==> src/rtl/ls_ctrl_unit_if.sv <==
// Store/load control bus between the pipeline (master) and the
// load/store control unit (slave). The master supplies the decoded
// instruction fields and store operand. The slave returns the
// lane-aligned store data, byte enables, load format and alignment flag.
interface ls_ctrl_unit_if;
  logic [2:0]  func3;
  logic [1:0]  address;
  logic [31:0] rdata2;
  logic [31:0] wdata_mem;
  logic [3:0]  mask;
  logic [2:0]  load_ctrl;
  logic        misaligned;

  modport master (
    output func3,
    output address,
    output rdata2,
    input  wdata_mem,
    input  mask,
    input  load_ctrl,
    input  misaligned
  );

  modport slave (
    input  func3,
    input  address,
    input  rdata2,
    output wdata_mem,
    output mask,
    output load_ctrl,
    output misaligned
  );
endinterface

==> src/rtl/ls_ctrl_unit.sv <==
// Load/store control unit.
// Decodes the access width from funct3 and the byte offset. Produces
// lane-aligned store data, byte-write enables, the load-format code and
// a misalignment flag. All outputs are registered with one cycle of
// latency. The output registers are the only state in the block.
module ls_ctrl_unit (
  input  logic         clk,
  input  logic         rst,
  ls_ctrl_unit_if.slave bus
);

  typedef enum logic [1:0] {
    WIDTH_BYTE    = 2'b00,
    WIDTH_HALF    = 2'b01,
    WIDTH_WORD    = 2'b10,
    WIDTH_INVALID = 2'b11
  } width_e;

  width_e      width;
  logic [31:0] wdata_d;
  logic [3:0]  mask_d;
  logic        misaligned_d;

  // Combinational decode of width/offset into lane enables and aligned data.
  // func3[2] (signedness) only matters to the load path, so it is ignored here.
  always_comb begin
    width        = width_e'(bus.func3[1:0]);
    wdata_d      = 32'h0;
    mask_d       = 4'b0000;
    misaligned_d = 1'b0;
    case (width)
      WIDTH_BYTE: begin
        mask_d  = 4'b0001 << bus.address;
        wdata_d = {24'h0, bus.rdata2[7:0]} << {bus.address, 3'b000};
      end
      WIDTH_HALF: begin
        if (bus.address[0]) begin
          misaligned_d = 1'b1;
        end else if (bus.address[1]) begin
          mask_d  = 4'b1100;
          wdata_d = {bus.rdata2[15:0], 16'h0};
        end else begin
          mask_d  = 4'b0011;
          wdata_d = {16'h0, bus.rdata2[15:0]};
        end
      end
      WIDTH_WORD: begin
        if (bus.address == 2'b00) begin
          mask_d  = 4'b1111;
          wdata_d = bus.rdata2;
        end else begin
          misaligned_d = 1'b1;
        end
      end
      WIDTH_INVALID: begin
        // No lanes are enabled. This is not an alignment fault.
        mask_d = 4'b0000;
      end
    endcase
  end

  // Output registers. Reset has priority and discards any pending capture.
  always_ff @(posedge clk) begin
    if (!rst) begin
      bus.wdata_mem  <= 32'h0;
      bus.mask       <= 4'b0000;
      bus.load_ctrl  <= 3'b000;
      bus.misaligned <= 1'b0;
    end else begin
      bus.wdata_mem  <= wdata_d;
      bus.mask       <= mask_d;
      bus.load_ctrl  <= bus.func3;
      bus.misaligned <= misaligned_d;
    end
  end

endmodule

==> src/flat_wrapper.sv <==
// flat-port wrapper written by rule: the top's interface ports become plain ports
module ls_ctrl_unit_flat 
  (clk, rst, bus_func3, bus_address, bus_rdata2, bus_wdata_mem, bus_mask, bus_load_ctrl, bus_misaligned);
  ls_ctrl_unit_if bus_i ();
  input  logic clk;
  input  logic rst;
  input wire logic [$bits(bus_i.func3)-1:0] bus_func3;
  input wire logic [$bits(bus_i.address)-1:0] bus_address;
  input wire logic [$bits(bus_i.rdata2)-1:0] bus_rdata2;
  output wire logic [$bits(bus_i.wdata_mem)-1:0] bus_wdata_mem;
  output wire logic [$bits(bus_i.mask)-1:0] bus_mask;
  output wire logic [$bits(bus_i.load_ctrl)-1:0] bus_load_ctrl;
  output wire logic [$bits(bus_i.misaligned)-1:0] bus_misaligned;
  assign bus_i.func3 = bus_func3;
  assign bus_i.address = bus_address;
  assign bus_i.rdata2 = bus_rdata2;
  assign bus_wdata_mem = bus_i.wdata_mem;
  assign bus_mask = bus_i.mask;
  assign bus_load_ctrl = bus_i.load_ctrl;
  assign bus_misaligned = bus_i.misaligned;
  ls_ctrl_unit u_core (.clk(clk), .rst(rst), .bus(bus_i));
endmodule
==> config.mk <==
export PLATFORM = sky130hd
export DESIGN_NAME = ls_ctrl_unit_flat
export DESIGN_NICKNAME = d
export VERILOG_FILES = /design/src/rtl/ls_ctrl_unit_if.sv /design/src/rtl/ls_ctrl_unit.sv /design/src/flat_wrapper.sv
export SDC_FILE = /design/constraint.sdc
export NUM_CORES = 1
export LEC_CHECK = 0
export ABC_CLOCK_PERIOD_IN_PS = 1700
export CAP_MARGIN = 10
export CORE_MARGIN = 2
export CORE_UTILIZATION = 40
export CTS_CLUSTER_SIZE = 12
export DETAILED_ROUTE_END_ITERATION = 16
export GPL_TIMING_DRIVEN = 1
export PLACE_DENSITY = 0.79
export REMOVE_ABC_BUFFERS = 1
export SETUP_SLACK_MARGIN = 0.3
export SLEW_MARGIN = 20
export SYNTH_ARGS = -nofsm -noshare
export SYNTH_HDL_FRONTEND = slang
export SYNTH_SLANG_ARGS = --single-unit
==> constraint.sdc <==
create_clock -name clk -period 1.7 [get_ports clk]
set_input_delay 0.17 -clock clk [delete_from_list [all_inputs] [get_ports clk]]
set_output_delay 0.17 -clock clk [all_outputs]
set_load 0.02 [all_outputs]
==> results.json <==
{
  "die_y_um": 67.5,
  "fmax_ghz": 0.729,
  "async_flop_share_pct": 0,
  "hold_slack_ps": 365,
  "worstMarginPinSlew_ps": 272,
  "clk_pin_slew_ps": 80,
  "grt_pass1_wl_um": 6720,
  "die_width_um": 67.5,
  "final.min_clock_period_ps": 1370,
  "ys_seq_elements": 40,
  "fin_nets": 293,
  "dp.final_hpwl_um": 3200,
  "power.leakage_nw": 1.43,
  "wl_per_cell_um": 14.9,
  "place_congestion": 0.787,
  "syn_area_per_cell_um2": 9.96,
  "port_buffers": 78,
  "drt-pass1-iter-count": 4,
  "max-vdd-ir-drop_uv": 431,
  "synth_cells": 162,
  "worst_slack_ps": 329,
  "vias": 1521,
  "grt_overflow": 0,
  "dieArea_um2": 4560,
  "clk_path_buf_depth": 2,
  "cts_hold_buf": 0,
  "rows": 23,
  "cp-start-kind": "flop",
  "synth_top_cell_area_share_pct": 49.7,
  "final_cell_area_um2": 2740,
  "finalSetupViolations": 0,
  "critical_path_required_ps": 1530,
  "ys.flop_type": "dfxtp_1",
  "vias_per_cell": 5.07,
  "final_layout_size_suffix_gt1_share_pct": 20.4,
  "syn_area_um2": 1610,
  "drt-total-wl_um": 4480,
  "cp_max_fo": 1,
  "cts_made_buffers": 5,
  "worstPathCellList": "clkdlybuf4s50_1",
  "final_cell_count_no_fill": 300,
  "power.total_mw": 2.01,
  "synthTopCellsByCount": "40 x dfxtp_1, 17 x nor2_1, 16 x a32oi_1",
  "period_share_pct": 80.6,
  "ys_seq_area_share_pct": 49.7,
  "path_delay_family": "buffers and inverters",
  "first_global_vias": 1467,
  "slew_viol_final": 0,
  "hold_violations": 0,
  "n_antenna_cell": 0,
  "gr-usage-all-layers_pct": 19.9,
  "ant_nets": 0,
  "cp_num_buf_inv": 1,
  "synth_edf_count": 0,
  "grt_antenna_before_repair": 0,
  "cts_tree": "built",
  "ys_types": 34,
  "status": "finished clean",
  "drc": 0,
  "powerDensity_nw_per_um2": 732,
  "synth_area_leaders": "dfxtp_1 50%, a32oi_1 8.7%, and2_1 4.3%",
  "cts-root-buf": "clkbuf_8",
  "synth.most_common_cell": "dfxtp_1",
  "cap_violations": 0,
  "placed_cells": 292,
  "hold_path_depth": 2,
  "endpoint_kind": "output pin",
  "start_util_pct": 40.9,
  "hold_end": "u_core.bus.load_ctrl[1]$_SDFF_PN0_",
  "hold_class": "in2reg",
  "post-route-util_pct": 69.6,
  "ioPinCount": 79,
  "yosysWarningCount": 0,
  "areaGrowthSynthToFinish_pct": 70.1,
  "crit_slowest_cell": "clkdlybuf4s50_1",
  "crit_arrival_ps": 1200,
  "synth_top_cell_by_area": "dfxtp_1",
  "grt_start_max_net_pins": 20,
  "hp-start": "bus_func3[1]",
  "placed_area_um2": 2510,
  "tns_ps": 0,
  "h-tree-depth": 2,
  "slew_headroom_pct": 81.8,
  "cts_sinks": 40,
  "rsz0062_at_grt": "true",
  "path_class": "reg2out",
  "drtIter0Drc": 110,
  "critPathMaxStageDelay_ps": 590,
  "pre_cts_ws_ps": -143,
  "coreArea_um2": 3940
}
==> timing repair <==
action	in CTS	in global routing
pin swaps	0	0
gates resized for setup	19	38
setup buffers	0	0
endpoints found under the setup margin	40	45
hold endpoints to repair	0	0
==> placed cells by master, fill, tap and decap left out, types with 2 or more instances in the layout <==
cell	count
clkdlybuf4s50_1	46
nand2b_1	2
dfxtp_1	40
clkbuf_8	6
nand3_1	8
buf_4	13
nand2_1	7
a32oi_1	16
nor2_1	17
a22oi_2	3
dlygate4sd2_1	10
inv_2	2
a21oi_1	3
and2_1	11
and3b_2	2
buf_12	2
o21ai_1	5
o21ai_0	4
or2_4	2
and2b_2	2
clkinvlp_4	2
dlymetal6s2s_1	22
ha_4	3
a32o_1	3
==> cell type report <==
cell class                 count  area [µm²]
fill                         300        1200
timing repair buffer          94         972
multi-input combinational    106         803
sequential                    40         801
clock buffer                   6        82.6
tap                           50        62.6
clock inverter                 2        15.0
inverter                       2        7.51
==> power by group <==
group	leakage, nW	switching [mW]	internal (mW)	total, mW
Clock	0.0434	0.350	0.329	0.678
Combinational	1.06	0.170	0.195	0.365
Sequential	0.325	0.00597	0.960	0.966
Total	1.43	0.526	1.48	2.01
==> logic make-up after synthesis <==
logic type	count (synthesis)	share of synthesized area, %
compound gates	39	18.3
fa+ha+maj	5	3.88
flops	40	49.7
buf+inv	16	5.90
simple gates	62	22.3
==> routing by layer <==
metal  part of all wire, %  vias up  track usage (%)
li1                      -      752                -
met1                    43      710             23.9
met2                    49       54             33.7
met3                   6.6        5             5.50
met4                   1.3        0             7.65
met5                     0        -                0
==> worst max-delay path by stage <==
stage | to | start | depth (start not counted)
2_1_floorplan | u_core.bus.wdata_mem[25]$_SDFF_PN0_ | bus_func3[0] | 5
6_report | bus_wdata_mem[29] | u_core.bus.wdata_mem[29]$_SDFF_PN0_ | 1
4_1_cts | bus_wdata_mem[2] | u_core.bus.wdata_mem[2]$_SDFF_PN0_ | 1
3_3_place_gp | u_core.bus.wdata_mem[15]$_SDFF_PN0_ | bus_func3[1] | 6
3_5_place_dp | u_core.bus.wdata_mem[23]$_SDFF_PN0_ | bus_func3[1] | 6
5_1_grt | u_core.bus.wdata_mem[30]$_SDFF_PN0_ | bus_func3[0] | 7
==> registers in the layout (all words and copies together), names as in the netlist <==
register	flops
u_core.bus.misaligned	1
u_core.bus.load_ctrl	3
u_core.bus.wdata_mem	32
u_core.bus.mask	4
No activity file was read; power rests on OpenSTA's default activity.
==> variant, RTL diff (config.mk and constraints unchanged) <==
Make the reset (`rst`) asynchronous in one clocked block.
--- a/src/rtl/ls_ctrl_unit.sv
+++ b/src/rtl/ls_ctrl_unit.sv
@@ -61,5 +61,5 @@
 
   // Output registers. Reset has priority and discards any pending capture.
-  always_ff @(posedge clk) begin
+  always_ff @(posedge clk or negedge rst) begin
     if (!rst) begin
       bus.wdata_mem  <= 32'h0;
Formal check against the unedited RTL: differs if rst is asserted again (counterexample within 4 cycles, from zero or initial values and one cycle with rst low); with rst held inactive, the same outputs for 10 cycles.
==> variant against the original RTL <==
- design area rose by 4.5%
- worst setup slack better by 0.0081 ns
- highest routed layer unchanged
- first-iteration DRC count grew 92%
- largest cell class is now sequential cells
- power rose by 7.3%
- count of clock-buffer cells in the layout unchanged
- area after synthesis grew 11%
- critical path depth did not move
- critical path type unchanged
- wire length increased by 10%
- sequential cell count did not move
==> variant: results (changes against the original RTL) <==
Total track usage: 0.197 (was 0.199)
Vias in the first global route: 1555 (was 1467)
Max_slew headroom: 0.676 (was 0.818)
Register area: 1000 um^2 (was 801 um^2)
Post-synthesis sequential area ratio: 0.557 (was 0.497)
Vias: 1597 (was 1521)
CTS Hold Bufs: 1 (was 0)
Wire per inst: 16.6 um (was 14.9 um)
Critical Path End: bus_wdata_mem[7] (was bus_wdata_mem[29])
Fin Hold WS: 0.0818 ns (was 0.365 ns)
Share of cells above drive strength 1: 0.167 (was 0.204)
Hold path depth: 1 (was 2)
Final Non-Filler Cells: 298 (was 300)
Gp weighted congestion: 0.808 (was 0.787)
Post-Syn Instances: 160 (was 162)
Num rows: 24 (was 23)
Initial DRC Count: 211 (was 110)
Main area contributors after synthesis: dfrtp_1 (56%), a32oi_1 (8.3%), nor2_1 (3.6%), ha_1 (3.5%), and2_1 (3.1%) (was dfxtp_1 (50%), a32oi_1 (8.7%), and2_1 (4.3%), nor2_1 (4.0%), ha_1 (3.9%))
Post_cts resized: 21 (was 19)
Async S/R FF share, synth: 1.00 (was 0)
Clock network area share: 0.0375 (was 0.0356)
Placed inst area: 2640 um^2 (was 2510 um^2)
Multi-input gates: 99 (was 106)
Multi-input logic area: 709 um^2 (was 803 um^2)
Status: finished, final reports clean (unchanged)
First-pass GRT wire length: 7610 um (was 6720 um)
Inverter count: 3 (was 2)
Hpwl dp: 3310 um (was 3200 um)
Setup bufs post-CTS: 1 (was 0)
Non-CTS buffers: 96 (was 94)
Hold Path End: u_core.bus.load_ctrl[1] (unchanged)
Non-clk buf share: 0.339 (was 0.354)
Peak VDD IR: 0.000477 V (was 0.000431 V)
DP Worst Slack: -0.162 ns (was -0.143 ns)
Pleak: 1.65 nW (was 1.43 nW)
Fraction of area in multi-input gates: 0.247 (was 0.293)
Most frequent cells after synthesis: dfrtp_1 (40), a32oi_1 (17), nor2_1 (17) (was dfxtp_1 (40), nor2_1 (17), a32oi_1 (16))
==> variant: cell count changes after synthesis, moves of 7 or more <==
cell,delta
dfxtp_1,-40
dfrtp_1,+40
a31oi_1,+7
o21ai_0,-7
nand4_1,+7
==> variant: routing by layer <==
metal | track usage | wire length (um) | vias to the layer above
met5 | 0 | 0 | -
li1 | - | - | 747
met4 | 0.0713 | 60 | 0
met3 | 0.0670 | 444 | 7
met1 | 0.251 | 1970 | 760
met2 | 0.313 | 2460 | 83
==> variant: logic make-up after synthesis <==
family	after synthesis	synth area share
buffers and inverters	21	0.0710
DFF	40	0.557
and+or+nand+nor	60	0.196
AOI/OAI and AO/OA	34	0.141
adders and majority gates	5	0.0348
==> variant: power by group <==
part,leakage [nW],internal (mW),switching [mW]
clock network,0.0552,0.435,0.316
logic,1.05,0.197,0.211
registers,0.541,0.987,0.00908
